## config.mk

```make
export PLATFORM = sky130hd
export DESIGN_NAME = c17_resp_analyzer
export DESIGN_NICKNAME = d
export VERILOG_FILES = /design/src/rtl/c17_bist_pkg.sv /design/src/rtl/c17_misr.sv /design/src/rtl/c17_resp_analyzer.sv
export SDC_FILE = /design/constraint.sdc
export NUM_CORES = 1
export LEC_CHECK = 0
export BUFFER_PORTS_ARGS = -buffer_cell sky130_fd_sc_hd__buf_4
export CELL_PAD_IN_SITES_DETAIL_PLACEMENT = 2
export CELL_PAD_IN_SITES_GLOBAL_PLACEMENT = 2
export CORE_MARGIN = 5
export CORE_UTILIZATION = 30
export CTS_CLUSTER_DIAMETER = 120
export DETAILED_ROUTE_END_ITERATION = 10
export PLACE_DENSITY_LB_ADDON = 0.15
export REMOVE_ABC_BUFFERS = 1
export SLEW_MARGIN = 20
export SYNTH_ARGS = -nofsm -noshare
export SYNTH_HDL_FRONTEND = slang
export SYNTH_HIERARCHICAL = 1
export SYNTH_SLANG_ARGS = --single-unit
```

## constraint.sdc

```tcl
create_clock -name clk -period 2 [get_ports clk]
set_input_delay 0.2 -clock clk [delete_from_list [all_inputs] [get_ports clk]]
set_output_delay 0.2 -clock clk [all_outputs]
set_load 0.03 [all_outputs]
```

## src/rtl/c17_bist_pkg.sv

```systemverilog
// Shared types and constants for the c17 BIST response side.
// Holds the FSM state encoding, the default MISR polynomial and seed, the vector
// count, and a gate-level c17 reference used by the optional fail-capture logic
// (enabled with C17_FAIL_CAPTURE_EN).
package c17_bist_pkg;

  typedef enum logic [1:0] {
    IDLE    = 2'd0,
    COMPACT = 2'd1,
    DONE    = 2'd2
  } c17_state_e;

  localparam logic [15:0] C17_DEF_POLY = 16'h1021;
  localparam logic [15:0] C17_DEF_SEED = 16'hFFFF;
  localparam int          C17_NUM_VEC  = 32;

  // c17 netlist: idx = {N7,N6,N3,N2,N1}, result = {N23,N22}
  function automatic logic [1:0] c17_golden(input logic [4:0] idx);
    logic n1, n2, n3, n6, n7;
    logic g10, g11, g16, g19;
    {n7, n6, n3, n2, n1} = idx;
    g10 = ~(n1 & n3);
    g11 = ~(n3 & n6);
    g16 = ~(n2 & g11);
    g19 = ~(g11 & n7);
    return {~(g16 & g19), ~(g10 & g16)};
  endfunction

endpackage

```

## src/rtl/c17_misr.sv

```systemverilog
// Multiple-input signature register for the 2-bit c17 response.
// load has priority over en; sig_next is the value one compaction step ahead,
// exported so the owner can judge the final signature in the same edge it lands.
module c17_misr
  import c17_bist_pkg::*;
#(
  parameter int          W    = 16,
  parameter logic [W-1:0] POLY = W'(C17_DEF_POLY)
) (
  input  logic         clk,
  input  logic         rst_n,
  input  logic         load,
  input  logic [W-1:0] load_val,
  input  logic         en,
  input  logic [1:0]   din,
  output logic [W-1:0] sig,
  output logic [W-1:0] sig_next
);

  logic [W-1:0] sig_q;
  logic [W-1:0] sig_d;

  // One Galois-style step: shift left, fold POLY on carry-out, xor in response
  always_comb begin
    sig_next = {sig_q[W-2:0], 1'b0} ^ (sig_q[W-1] ? POLY : '0) ^ {{(W-2){1'b0}}, din};
    sig_d    = sig_q;
    if (load) begin
      sig_d = load_val;
    end else if (en) begin
      sig_d = sig_next;
    end
  end

  // Signature register
  always_ff @(posedge clk or negedge rst_n) begin
    if (!rst_n) begin
      sig_q <= '0;
    end else begin
      sig_q <= sig_d;
    end
  end

  assign sig = sig_q;

endmodule

```

## src/rtl/c17_resp_analyzer.sv

```systemverilog
// c17 response analyzer: compacts NUM_VEC {N23,N22} responses into a MISR and
// compares the result against GOLDEN_SIG.
// Handshake: a response is consumed on every cycle resp_valid=1 while the run is
// in COMPACT and start=0; there is no backpressure. start in any state restarts.
// Optional C17_FAIL_CAPTURE_EN: per-vector check against a c17 reference, with
// fail_seen / first_fail_idx outputs and pass additionally gated on no mismatch.
module c17_resp_analyzer
  import c17_bist_pkg::*;
#(
  parameter int                MISR_W     = 16,
  parameter logic [MISR_W-1:0] POLY       = MISR_W'(C17_DEF_POLY),
  parameter logic [MISR_W-1:0] SEED       = MISR_W'(C17_DEF_SEED),
  parameter int                NUM_VEC    = C17_NUM_VEC,
  parameter logic [MISR_W-1:0] GOLDEN_SIG = '0
) (
  input  logic              clk,
  input  logic              rst_n,
  input  logic              start,
  input  logic              resp_valid,
  input  logic [1:0]        resp,
  output logic              busy,
  output logic              done,
  output logic              pass,
  output logic [MISR_W-1:0] signature,
  output logic [5:0]        vec_cnt
`ifdef C17_FAIL_CAPTURE_EN
  ,
  output logic              fail_seen,
  output logic [4:0]        first_fail_idx
`endif
);

  c17_state_e  state_q, state_d;
  logic        busy_q, busy_d;
  logic        done_q, done_d;
  logic        pass_q, pass_d;
  logic [5:0]  vec_cnt_q, vec_cnt_d;
  logic        accept;
  logic        last;
  logic        fail_any;
  logic [MISR_W-1:0] sig_next;

  assign accept = (state_q == COMPACT) && resp_valid && !start;
  assign last   = accept && (vec_cnt_q == 6'(NUM_VEC - 1));

  c17_misr #(
    .W    (MISR_W),
    .POLY (POLY)
  ) u_misr (
    .clk      (clk),
    .rst_n    (rst_n),
    .load     (start),
    .load_val (SEED),
    .en       (accept),
    .din      (resp),
    .sig      (signature),
    .sig_next (sig_next)
  );

`ifdef C17_FAIL_CAPTURE_EN
  logic       fail_seen_q, fail_seen_d;
  logic [4:0] ffi_q, ffi_d;
  logic       mismatch;

  assign mismatch = accept && (resp != c17_golden(vec_cnt_q[4:0]));
  assign fail_any = fail_seen_q || mismatch;

  // Sticky first-failure capture, cleared on start
  always_comb begin
    fail_seen_d = fail_seen_q;
    ffi_d       = ffi_q;
    if (start) begin
      fail_seen_d = 1'b0;
      ffi_d       = '0;
    end else if (mismatch && !fail_seen_q) begin
      fail_seen_d = 1'b1;
      ffi_d       = vec_cnt_q[4:0];
    end
  end

  // Fail-capture registers
  always_ff @(posedge clk or negedge rst_n) begin
    if (!rst_n) begin
      fail_seen_q <= 1'b0;
      ffi_q       <= '0;
    end else begin
      fail_seen_q <= fail_seen_d;
      ffi_q       <= ffi_d;
    end
  end

  assign fail_seen      = fail_seen_q;
  assign first_fail_idx = ffi_q;
`else
  assign fail_any = 1'b0;
`endif

  // Next-state and registered-output logic of the run FSM
  always_comb begin
    state_d   = state_q;
    busy_d    = busy_q;
    done_d    = done_q;
    pass_d    = pass_q;
    vec_cnt_d = vec_cnt_q;
    if (start) begin
      state_d   = COMPACT;
      busy_d    = 1'b1;
      done_d    = 1'b0;
      pass_d    = 1'b0;
      vec_cnt_d = '0;
    end else if (accept) begin
      vec_cnt_d = vec_cnt_q + 6'd1;
      if (last) begin
        state_d = DONE;
        busy_d  = 1'b0;
        done_d  = 1'b1;
        // judged on the signature this same edge loads
        pass_d  = (sig_next == GOLDEN_SIG) && !fail_any;
      end
    end
  end

  // Run FSM with registered status outputs
  always_ff @(posedge clk or negedge rst_n) begin
    if (!rst_n) begin
      state_q   <= IDLE;
      busy_q    <= 1'b0;
      done_q    <= 1'b0;
      pass_q    <= 1'b0;
      vec_cnt_q <= '0;
    end else begin
      state_q   <= state_d;
      busy_q    <= busy_d;
      done_q    <= done_d;
      pass_q    <= pass_d;
      vec_cnt_q <= vec_cnt_d;
    end
  end

  assign busy    = busy_q;
  assign done    = done_q;
  assign pass    = pass_q;
  assign vec_cnt = vec_cnt_q;

endmodule

```

==> results.py, run 1 <==
metrics = {
    "clocking": {
        "tritoncts": "yes",
        "cts_hold_buf": 1,
        "h_tree_depth": 1,
        "cts_resized": 0,
        "worstSkewPairLatency_ns": 0.27,
        "cts.sink_count": 25,
        "cts_setup_buffers": 0,
        "clock_tree.buffer_depth": 2,
        "cts-buffers-inserted": 3,
        "cts.clk_slew.worst_paths_ns": 0.09,
        "cts_root_buffer": "clkbuf_8",
    },
    "setup_path": {
        "crit_required_ns": 2.15,
        "critical_path_arrival_ns": 1.76,
        "cp-start-kind": "register",
        "slowest_delay_ns": 0.48,
        "critical_path.cell_chain": "nand3b_1 -> nor2_1 -> buf_4 -> mux2i_1 -> o21ai_1",
        "crit_fanout": 17,
        "critPathKind": "register to register",
        "crit_path_end_kind": "register",
        "crit_path_top_delay_cell": "dfrtp_1",
    },
    "grt": {
        "grt_pass1_vias": 1272,
        "gr-total-overflow": 0,
        "grt_first_pass_wirelength_mm": 6.348,
        "gr-usage-all-layers": 0.1304,
        "grt_start_max_net_pins": 31,
        "antenna_violations_before_repair": 0,
    },
    "synthesis": {
        "dominant_combinational_cell_family_by_area_after_synthesis": "simple AND/OR/NAND/NOR gates",
        "syn_area_cell_um2": 10.30,
        "synth.cell_area_um2": 1411,
        "synth_seq_area_share": 0.4433,
        "yosys.cell_types.count": 34,
        "ys_seq_elements": 25,
        "synth.mux.area_fraction": 0.09220,
        "synth_simple_gate_area_share": 0.1720,
        "yosys.area_share.xor_xnor": 0.03723,
        "synthCells": 137,
        "synth_compound_gate_area_share": 0.1223,
        "yosys.area_share.adder": 0.008865,
        "yosys_warnings": 6,
    },
    "drt": {
        "final_antenna_net_count": 0,
        "avgViaCountPerCell": 4.853,
        "detailedRoute.firstPassIterationCount": 4,
        "drt_wl_total_mm": 3.606,
        "post_drt_wl_per_cell_um": 16.03,
        "routed-via-count": 1092,
        "post_route_drc_violation_count": 0,
        "detailedRoute.firstIterationViolations": 19,
    },
    "die": {
        "ioPinCount": 31,
        "die_width_um": 78.59,
        "core_area_um2": 4629,
        "initial_utilization": 0.3049,
        "die_height_um": 78.59,
        "die-area_um2": 6176,
        "placementRows": 25,
    },
    "pwr": {
        "maximum_resistive_drop_on_vdd_v": 0.0003354,
        "power_mw": 1.211,
        "cellPowerDensity_nw_per_um2": 720.1,
        "static-leakage-power_nw": 0.7743,
    },
    "placement": {
        "post-dp-hpwl_mm": 2.580,
        "placement.io_buffers": 30,
        "numPlacedInstances": 220,
        "place_congestion": 0.7051,
    },
    "run_status": {
        "run_status": "completed",
    },
    "sta": {
        "report.final.hold_viol_count": 0,
        "setup-tns-final_ns": 0,
        "final.min_clock_period_ns": 1.611,
        "unrepaired_setup_endpoints_after_global_routing": "no",
        "finalClockSkew_ns": 0.002266,
        "finalCritPeriodShare": 0.8057,
        "holdWs_ns": 0.2805,
        "clock.fmax_ghz": 0.6206,
        "maxSlewViolCount": 0,
        "setup-violations-final": 0,
    },
    "min_path": {
        "hp-class": "primary input to register",
    },
    "job": {
        "drv_cap": 0,
    },
    "layout": {
        "final_net_count": 179,
        "drive_gt1_frac": 0.2632,
        "num_antenna_cells": 0,
        "final_cell_count_no_fill": 225,
        "finalCoreUtilization": 0.3632,
        "area_growth_pct": 19.15,
    },
}
==> metrics by stage <==
| stage | worst slack (ns) | instance area (µm²) |
|---|---|---|
| after detailed placement | 0.3813 | 1627 |
| after floorplan | -0.2159 | 1319 |
| after global placement | 0.3624 | 1627 |
| after global routing | 0.1105 | 1682 |
| after CTS | 0.3496 | 1682 |
| final | 0.3886 | 1682 |
==> power breakdown <==
| group | internal, mW | switching [mW] | total (mW) |
|---|---|---|---|
| Clock | 0.143 | 0.172 | 0.315 |
| Sequential | 0.544 | 0.0471 | 0.592 |
| Combinational | 0.117 | 0.187 | 0.305 |
| Total | 0.805 | 0.406 | 1.21 |
==> kinds of logic (layout without fill, tap and decap cells) <==
family,Yosys count,count (layout)
other cells,1,16
compound gates,26,26
flops,25,25
fa+ha+maj,1,1
xor+xnor,6,6
mux,13,13
buf+inv,24,43
simple gates,41,41
==> cell type report <==
type	count	area, µm²
timing repair buffer	33	250.2
fill	526	2948
sequential	25	625.6
multi-input combinational	103	670.6
clock buffer	4	45.04
inverter	6	22.52
tap	54	67.56
==> per-layer routing <==
layer / wire length (µm) / track usage / vias to the layer above
li1: - / - / 517
met1: 1530 / 0.1468 / 554
met4: 34 / 0.03147 / 0
met3: 131 / 0.02752 / 4
met2: 1909 / 0.2470 / 17
met5: 0 / 0 / -
==> state kept, by name, summed over array words and instances (netlist names) <==
register and count:
pass 1, done 1, u_misr/sig 16, state_q 1, vec_cnt 6
==> path summary, 6_finish.rpt <==
check                            from        endpoint  slack (ns)  depth (start not counted)
setup / recovery           state_q[0]  u_misr/sig[11]        0.39                          5
hold / removal                resp[0]   u_misr/sig[0]        0.28                          3
setup reg to reg           state_q[0]  u_misr/sig[11]        0.39                          5
hold reg to reg                  done            done        0.58                          2
max in group asynchronous       rst_n            done        1.37                          2
min in group asynchronous       rst_n      vec_cnt[4]        0.37                          2
==> worst max-delay path: cells and delay by family, from the launching register on <==
| family | cells | cell delay [ns] |
|---|---|---|
| buf+inv | 1 | 0.28 |
| mux | 1 | 0.24 |
| flops | 1 | 0.48 |
| simple gates | 2 | 0.39 |
| compound gates | 1 | 0.09 |
==> synth_stat cells <==
cell type,instances,share of area
or4_4,1,0.0080
buf_12,1,0.014
or3_1,2,0.0089
buf_6,2,0.016
nor2b_1,1,0.0044
buf_2,1,0.0035
nor2_1,5,0.013
or4_2,1,0.0062
xnor2_1,4,0.025
ha_1,1,0.0089
o211ai_2,4,0.035
nand2b_2,1,0.0062
or3b_1,4,0.025
nand4b_4,1,0.017
or3_2,1,0.0053
conb_1,1,0.0027
nand4b_1,1,0.0062
clkbuf_1,1,0.0027
nand3b_1,1,0.0053
nand3_1,1,0.0035
o31ai_1,2,0.011
nor4_1,3,0.013
a21o_2,1,0.0062
nand4_1,1,0.0044
dfrtp_1,25,0.44
nand2_1,17,0.045
xor2_1,2,0.012
o41ai_1,1,0.0062
mux2i_1,13,0.092
a21oi_1,4,0.014
inv_1,6,0.016
o21ai_0,4,0.014
buf_4,13,0.069
o21ai_1,10,0.035
==> cell usage in the layout, fill, tap and decap left out, drive strengths merged <==
cell type	n
buf	32
dfrtp	25
nand2	17
conb	16
o21ai	14
mux2i	13
inv	6
nor2	5
a21oi	4
xnor2	4
or3b	4
o211ai	4
clkbuf	4
nor4	3
or3	3
o31ai	2
xor2	2
nand4b	2
or4	2
nand3b	1
nand3	1
a21o	1
nand4	1
nor2b	1
o41ai	1
ha	1
dlygate4sd3	1
nand2b	1
(Power assumes the default switching activity.)
==> run 2, diff against run 1 <==
==> constraint.sdc (replaced) <==
create_clock -name clk -period 1.4 [get_ports clk]
set_input_delay 0.14 -clock clk [delete_from_list [all_inputs] [get_ports clk]]
set_output_delay 0.14 -clock clk [all_outputs]
set_load 0.03 [all_outputs]
==> run 2 against run 1 <==
Effect of this change: the flow now finishes with violations (negative setup slack); total power grew 60%; worst hold slack lost 0.082 ns; die area unchanged; maximum frequency rose by 1.5%; combinational power up 100%; largest power group unchanged; final area up 27%; highest routed layer unchanged; register-to-register slack worse by 0.58 ns; clock skew rose by 0.0067 ns; clock-buffer cell count decreased by 1; sequential power grew 44%; critical path type unchanged.
==> results.py, run 2 (synthesized netlist as in run 1, its figures left out) <==
metrics = {
    "layout": {
        "area_growth_pct": 51.51,
        "mostFrequentLayoutCells": "buf_4 (59), dfrtp_1 (23), nand2_1 (16), conb_1 (16)",
        "final_common_cell": "buf_4",
        "drive_gt1_frac": 0.5000,
        "final_net_count": 214,
        "num_antenna_cells": 0,
        "largest_register_ff_count": 16,
    },
    "grt": {
        "gr-usage-all-layers": 0.1455,
        "grt_start_max_net_pins": 26,
        "gr-total-overflow": 0,
        "grt_pass1_vias": 1436,
        "grt_first_pass_wirelength_mm": 7.065,
        "antenna_violations_before_repair": 0,
    },
    "pwr": {
        "power_mw": 1.934,
        "static-leakage-power_nw": 0.9992,
        "maximum_resistive_drop_on_vdd_v": 0.0003999,
        "cellPowerDensity_nw_per_um2": 904.3,
    },
    "setup_path": {
        "crit_path_top_delay_cell": "dfrtp_1",
        "critical_path_arrival_ns": 1.79,
        "r2r_start": "u_misr/sig[0]",
        "crit_fanout": 2,
        "critical_path_buf_inv_count": 1,
        "crit_path_end_kind": "register",
        "setup_crit_end": "pass",
        "crit_required_ns": 1.60,
        "cp-start-kind": "register",
        "reg2reg_setup_slack_ns": -0.19,
        "reg2reg_to": "pass",
        "crit_start": "u_misr/sig[0]",
        "critPathKind": "register to register",
        "critical-path-top-delay-family": "simple AND/OR/NAND/NOR gates",
        "timing.reg2reg.worst_path_depth": 5,
        "slowest_delay_ns": 0.41,
        "cp.depth": 5,
        "critical_path.cell_chain": "xnor2_1 -> inv_1 -> nor4_2 -> nand4_1 -> o31ai_4",
    },
    "placement": {
        "place_ws_ns": -0.1222,
        "place_congestion": 0.7024,
        "placement.io_buffers": 30,
        "post-dp-hpwl_mm": 2.994,
    },
    "drt": {
        "routedLengthMet1_mm": 1.869,
        "avgViaCountPerCell": 4.777,
        "routed-wl-met2_mm": 2.631,
        "detailedRoute.firstPassIterationCount": 4,
        "met3_length_um": 170,
        "drt_wl_total_mm": 4.686,
        "routed-via-count": 1242,
        "dr.max_layer_used": "met4",
        "post_route_drc_violation_count": 0,
        "detailedRoute.firstIterationViolations": 39,
        "final_antenna_net_count": 0,
        "post_drt_wl_per_cell_um": 18.02,
    },
    "die": {
        "placementRows": 25,
        "core_area_um2": 4629,
        "die_width_um": 78.59,
        "die_height_um": 78.59,
        "initial_utilization": 0.3049,
        "ioPinCount": 31,
        "die-area_um2": 6176,
    },
    "job": {
        "drv_cap": 0,
    },
    "min_path": {
        "hp-class": "primary input to register",
        "hold-path-cell-count": 2,
    },
    "clocking": {
        "cts-buffers-inserted": 3,
        "clock_tree.buffer_depth": 2,
        "h_tree_depth": 1,
        "cts_root_buffer": "clkbuf_8",
        "cts.clk_slew.worst_paths_ns": 0.10,
        "worstSkewPairLatency_ns": 0.28,
        "cts.sink_count": 25,
        "tritoncts": "yes",
    },
    "sta": {
        "finalClockSkew_ns": 0.008984,
        "clock.fmax_ghz": 0.6301,
        "worst_slack_ns": -0.1871,
        "setup-violations-final": 18,
        "maxSlewViolCount": 0,
        "unrepaired_setup_endpoints_after_global_routing": "yes",
        "final.min_clock_period_ns": 1.587,
        "report.final.hold_viol_count": 0,
        "finalCritPeriodShare": 1.134,
    },
    "run_status": {
        "run_status": "finished, violations left",
        "violations": "negative setup slack",
    },
}
run 2: timing repair:
action	in CTS	in global routing
endpoints found under the setup margin	20	21
resized for setup	13	24
setup buffers	6	9
pin swaps	4	12
hold buffers	1	0
gates cloned	0	1
hold endpoints to repair	25	0
run 2: worst min path at each step:
stage,from,to
2_1_floorplan,rst_n,done
3_3_place_gp,rst_n,vec_cnt[4]
3_5_place_dp,rst_n,u_misr/sig[9]
4_1_cts,start,u_misr/sig[8]
5_1_grt,start,u_misr/sig[7]
6_report,start,u_misr/sig[8]
run 2: through the flow:
| step | utilization | cell area (µm²) | setup TNS, ns | hold WS, ns | instances |
|---|---|---|---|---|---|
| finish | 0.4619 | 2138 | -0.6433 | 0.1984 | 260 |
| global route | 0.4619 | 2138 | -2.488 | 0.2172 | 260 |
| CTS | 0.4181 | 1936 | -0.1349 | 0.1920 | 250 |
| detailed placement | 0.3849 | 1782 | -0.6276 | 0.07421 | 239 |
| global placement | 0.3849 | 1782 | -0.07775 | 0.07071 | 239 |
| floorplan | - | 1319 | -13.42 | -0.1556 | 134 |
run 2: per-layer routing:
layer / up-vias / global-route usage
li1: 586 / -
met1: 630 / 0.1708
met2: 24 / 0.2716
met3: 2 / 0.02638
met4: 0 / 0.03322
met5: - / 0
run 2: cell type report:
type	instances	area (µm²)
tap	54	67.56
clock inverter	1	5.005
clock buffer	3	41.29
fill	504	2491
multi-input combinational	103	808.3
sequential	25	628.1
timing repair buffer	68	565.5
inverter	6	22.52
run 2: worst register-to-register path: cells and delay by family (launching register included):
kind / cells / cell delay, ns
compound gates: 1 / 0.21
xor+xnor: 1 / 0.21
buf+inv: 1 / 0.11
flops: 1 / 0.41
simple gates: 2 / 0.58
run 2: where the power goes:
| part | switching, mW | total, mW | leakage [nW] | internal (mW) |
|---|---|---|---|---|
| Combinational | 0.327 | 0.615 | 0.661 | 0.288 |
| Sequential | 0.0739 | 0.852 | 0.312 | 0.778 |
| Clock | 0.266 | 0.466 | 0.0255 | 0.200 |
| Total | 0.667 | 1.93 | 0.999 | 1.27 |
==> run 3, diff against run 2 <==
--- a/config.mk
+++ b/config.mk
@@ -13,6 +13,7 @@
 export CTS_CLUSTER_DIAMETER = 120
 export DETAILED_ROUTE_END_ITERATION = 10
 export PLACE_DENSITY_LB_ADDON = 0.15
+export RECOVER_POWER = 50
 export REMOVE_ABC_BUFFERS = 1
 export SLEW_MARGIN = 20
 export SYNTH_ARGS = -nofsm -noshare
==> run 3 against run 2 <==
Effect of this change: the run still ends with negative setup slack left; global-route usage did not move; sequential share of layout area rose by 0.14 points; via count is 0.16% lower; first-iteration DRC count unchanged; utilization shrank 0.22 points; non-clock buffer count stayed put; critical path depth stayed put; sequential cell count unchanged; critical path type unchanged; highest routed layer unchanged.
==> results.py, run 3 (synthesized netlist as in run 1, its figures left out) <==
metrics = {
    "run_status": {
        "run_status": "finished, violations left",
        "violations": "negative setup slack",
    },
    "layout": {
        "num_antenna_cells": 0,
        "filler_cell_count": 508,
        "final_common_cell": "buf_4",
        "area_growth_pct": 50.80,
        "largest_register_ff_count": 16,
        "final_cell_count_no_fill": 260,
        "drive_gt1_frac": 0.4903,
        "finish.instance_area_um2": 2128,
        "final_net_count": 214,
        "mostFrequentLayoutCells": "buf_4 (56), dfrtp_1 (23), nand2_1 (16), conb_1 (16)",
    },
    "sta": {
        "report.final.hold_viol_count": 0,
        "tightest_slew_ns": 0.6664,
        "finalClockSkew_ns": 0.007738,
        "worst_slack_ns": -0.1897,
        "clock.fmax_ghz": 0.6291,
        "maxSlewViolCount": 0,
        "max-slew-margin-rel": 0.5558,
        "final.min_clock_period_ns": 1.590,
        "setup-violations-final": 18,
        "unrepaired_setup_endpoints_after_global_routing": "yes",
        "holdWs_ns": 0.2000,
        "setup-tns-final_ns": -0.7879,
        "finalCritPeriodShare": 1.135,
    },
    "job": {
        "drv_cap": 0,
    },
    "grt": {
        "gr-usage-all-layers": 0.1455,
        "grt_first_pass_wirelength_mm": 7.065,
        "grt_pass1_vias": 1436,
        "grt_start_max_net_pins": 26,
        "gr-total-overflow": 0,
        "antenna_violations_before_repair": 0,
    },
    "die": {
        "ioPinCount": 31,
        "die-area_um2": 6176,
        "placementRows": 25,
        "die_height_um": 78.59,
        "core_area_um2": 4629,
        "die_width_um": 78.59,
        "initial_utilization": 0.3049,
    },
    "min_path": {
        "hp-class": "primary input to register",
    },
    "clocking": {
        "cts.sink_count": 25,
        "h_tree_depth": 1,
        "cts_root_buffer": "clkbuf_8",
        "clock_tree.buffer_depth": 2,
        "cts-buffers-inserted": 3,
        "worstSkewPairLatency_ns": 0.28,
        "cts.clk_slew.worst_paths_ns": 0.10,
        "tritoncts": "yes",
    },
    "setup_path": {
        "crit_path_top_delay_cell": "dfrtp_1",
        "slowest_delay_ns": 0.41,
        "crit_path_end_kind": "register",
        "crit_required_ns": 1.60,
        "cp-start-kind": "register",
        "critical_path_arrival_ns": 1.79,
        "critical_path.cell_chain": "xnor2_1 -> inv_1 -> nor4_2 -> nand4_1 -> o31ai_4",
        "critPathKind": "register to register",
        "crit_fanout": 2,
    },
    "pwr": {
        "static-leakage-power_nw": 0.9905,
        "cellPowerDensity_nw_per_um2": 905.7,
        "maximum_resistive_drop_on_vdd_v": 0.0003999,
    },
    "drt": {
        "detailedRoute.firstPassIterationCount": 4,
        "post_route_drc_violation_count": 0,
        "routed-via-count": 1240,
        "detailedRoute.firstIterationViolations": 39,
        "post_drt_wl_per_cell_um": 18.06,
        "final_antenna_net_count": 0,
        "drt_wl_total_mm": 4.695,
        "avgViaCountPerCell": 4.769,
    },
    "placement": {
        "post-dp-hpwl_mm": 2.994,
        "numPlacedInstances": 239,
        "place_congestion": 0.7024,
        "placement.io_buffers": 30,
        "placed_area_um2": 1782,
        "place_ws_ns": -0.1222,
    },
}
[run 3: metrics by stage]
| stage | power, mW | util |
|---|---|---|
| detailed placement | 1.369 | 0.3849 |
| finish | 1.928 | 0.4597 |
| global route | 2.025 | 0.4597 |
| floorplan | 1.105 | - |
| CTS | 1.856 | 0.4181 |
| global placement | 1.351 | 0.3849 |
[run 3: routing by layer]
layer,GRT usage,part of all wire,routed length (µm),up-vias
met5,0,0,0,-
met1,0.1708,0.41,1905,632
met4,0.03322,0.0032,15,0
li1,-,-,-,586
met2,0.2716,0.56,2629,20
met3,0.02638,0.030,143,2
[run 3: critical path, delay by kind of cell (launching register included)]
kind / cells / cell delay, ns
flops: 1 / 0.41
simple gates: 2 / 0.58
compound gates: 1 / 0.21
xor+xnor: 1 / 0.21
buf+inv: 1 / 0.11
[run 3: final cells by class]
type / count / area [µm²] / area share
clock buffers: 3 / 41.29 / 0.01940
repair buffers: 68 / 555.5 / 0.2610
well taps: 54 / 67.56 / 0.03175
inverters: 6 / 22.52 / 0.01058
multi-input cells: 103 / 808.3 / 0.3798
flip-flops and latches: 25 / 628.1 / 0.2951
clock inverters: 1 / 5.005 / 0.002352
[run 3: timing repair]
action,4_1_cts,5_1_grt
setup buffers,6,9
gates resized for setup,13,24
pin swaps,4,12
hold buffers,1,0
setup endpoints to repair,20,21
endpoints found under the hold margin,25,0
cloned,0,1
[run 3: worst paths after layout]
path | end | start | slack (ns) | cells past startpoint
min | u_misr/sig[8] | start | 0.20 | 2
max in group asynchronous | state_q[0] | rst_n | 0.50 | 2
max reg2reg | pass | u_misr/sig[0] | -0.19 | 5
min in group asynchronous | u_misr/sig[9] | rst_n | 0.42 | 2
max | pass | u_misr/sig[0] | -0.19 | 5
min reg2reg | vec_cnt[5] | vec_cnt[5] | 0.64 | 2
[run 3: power by group]
| group | internal (mW) | total (mW) | switching, mW |
|---|---|---|---|
| combinational | 0.285 | 0.612 | 0.327 |
| clock | 0.200 | 0.464 | 0.264 |
| sequential | 0.778 | 0.852 | 0.0738 |
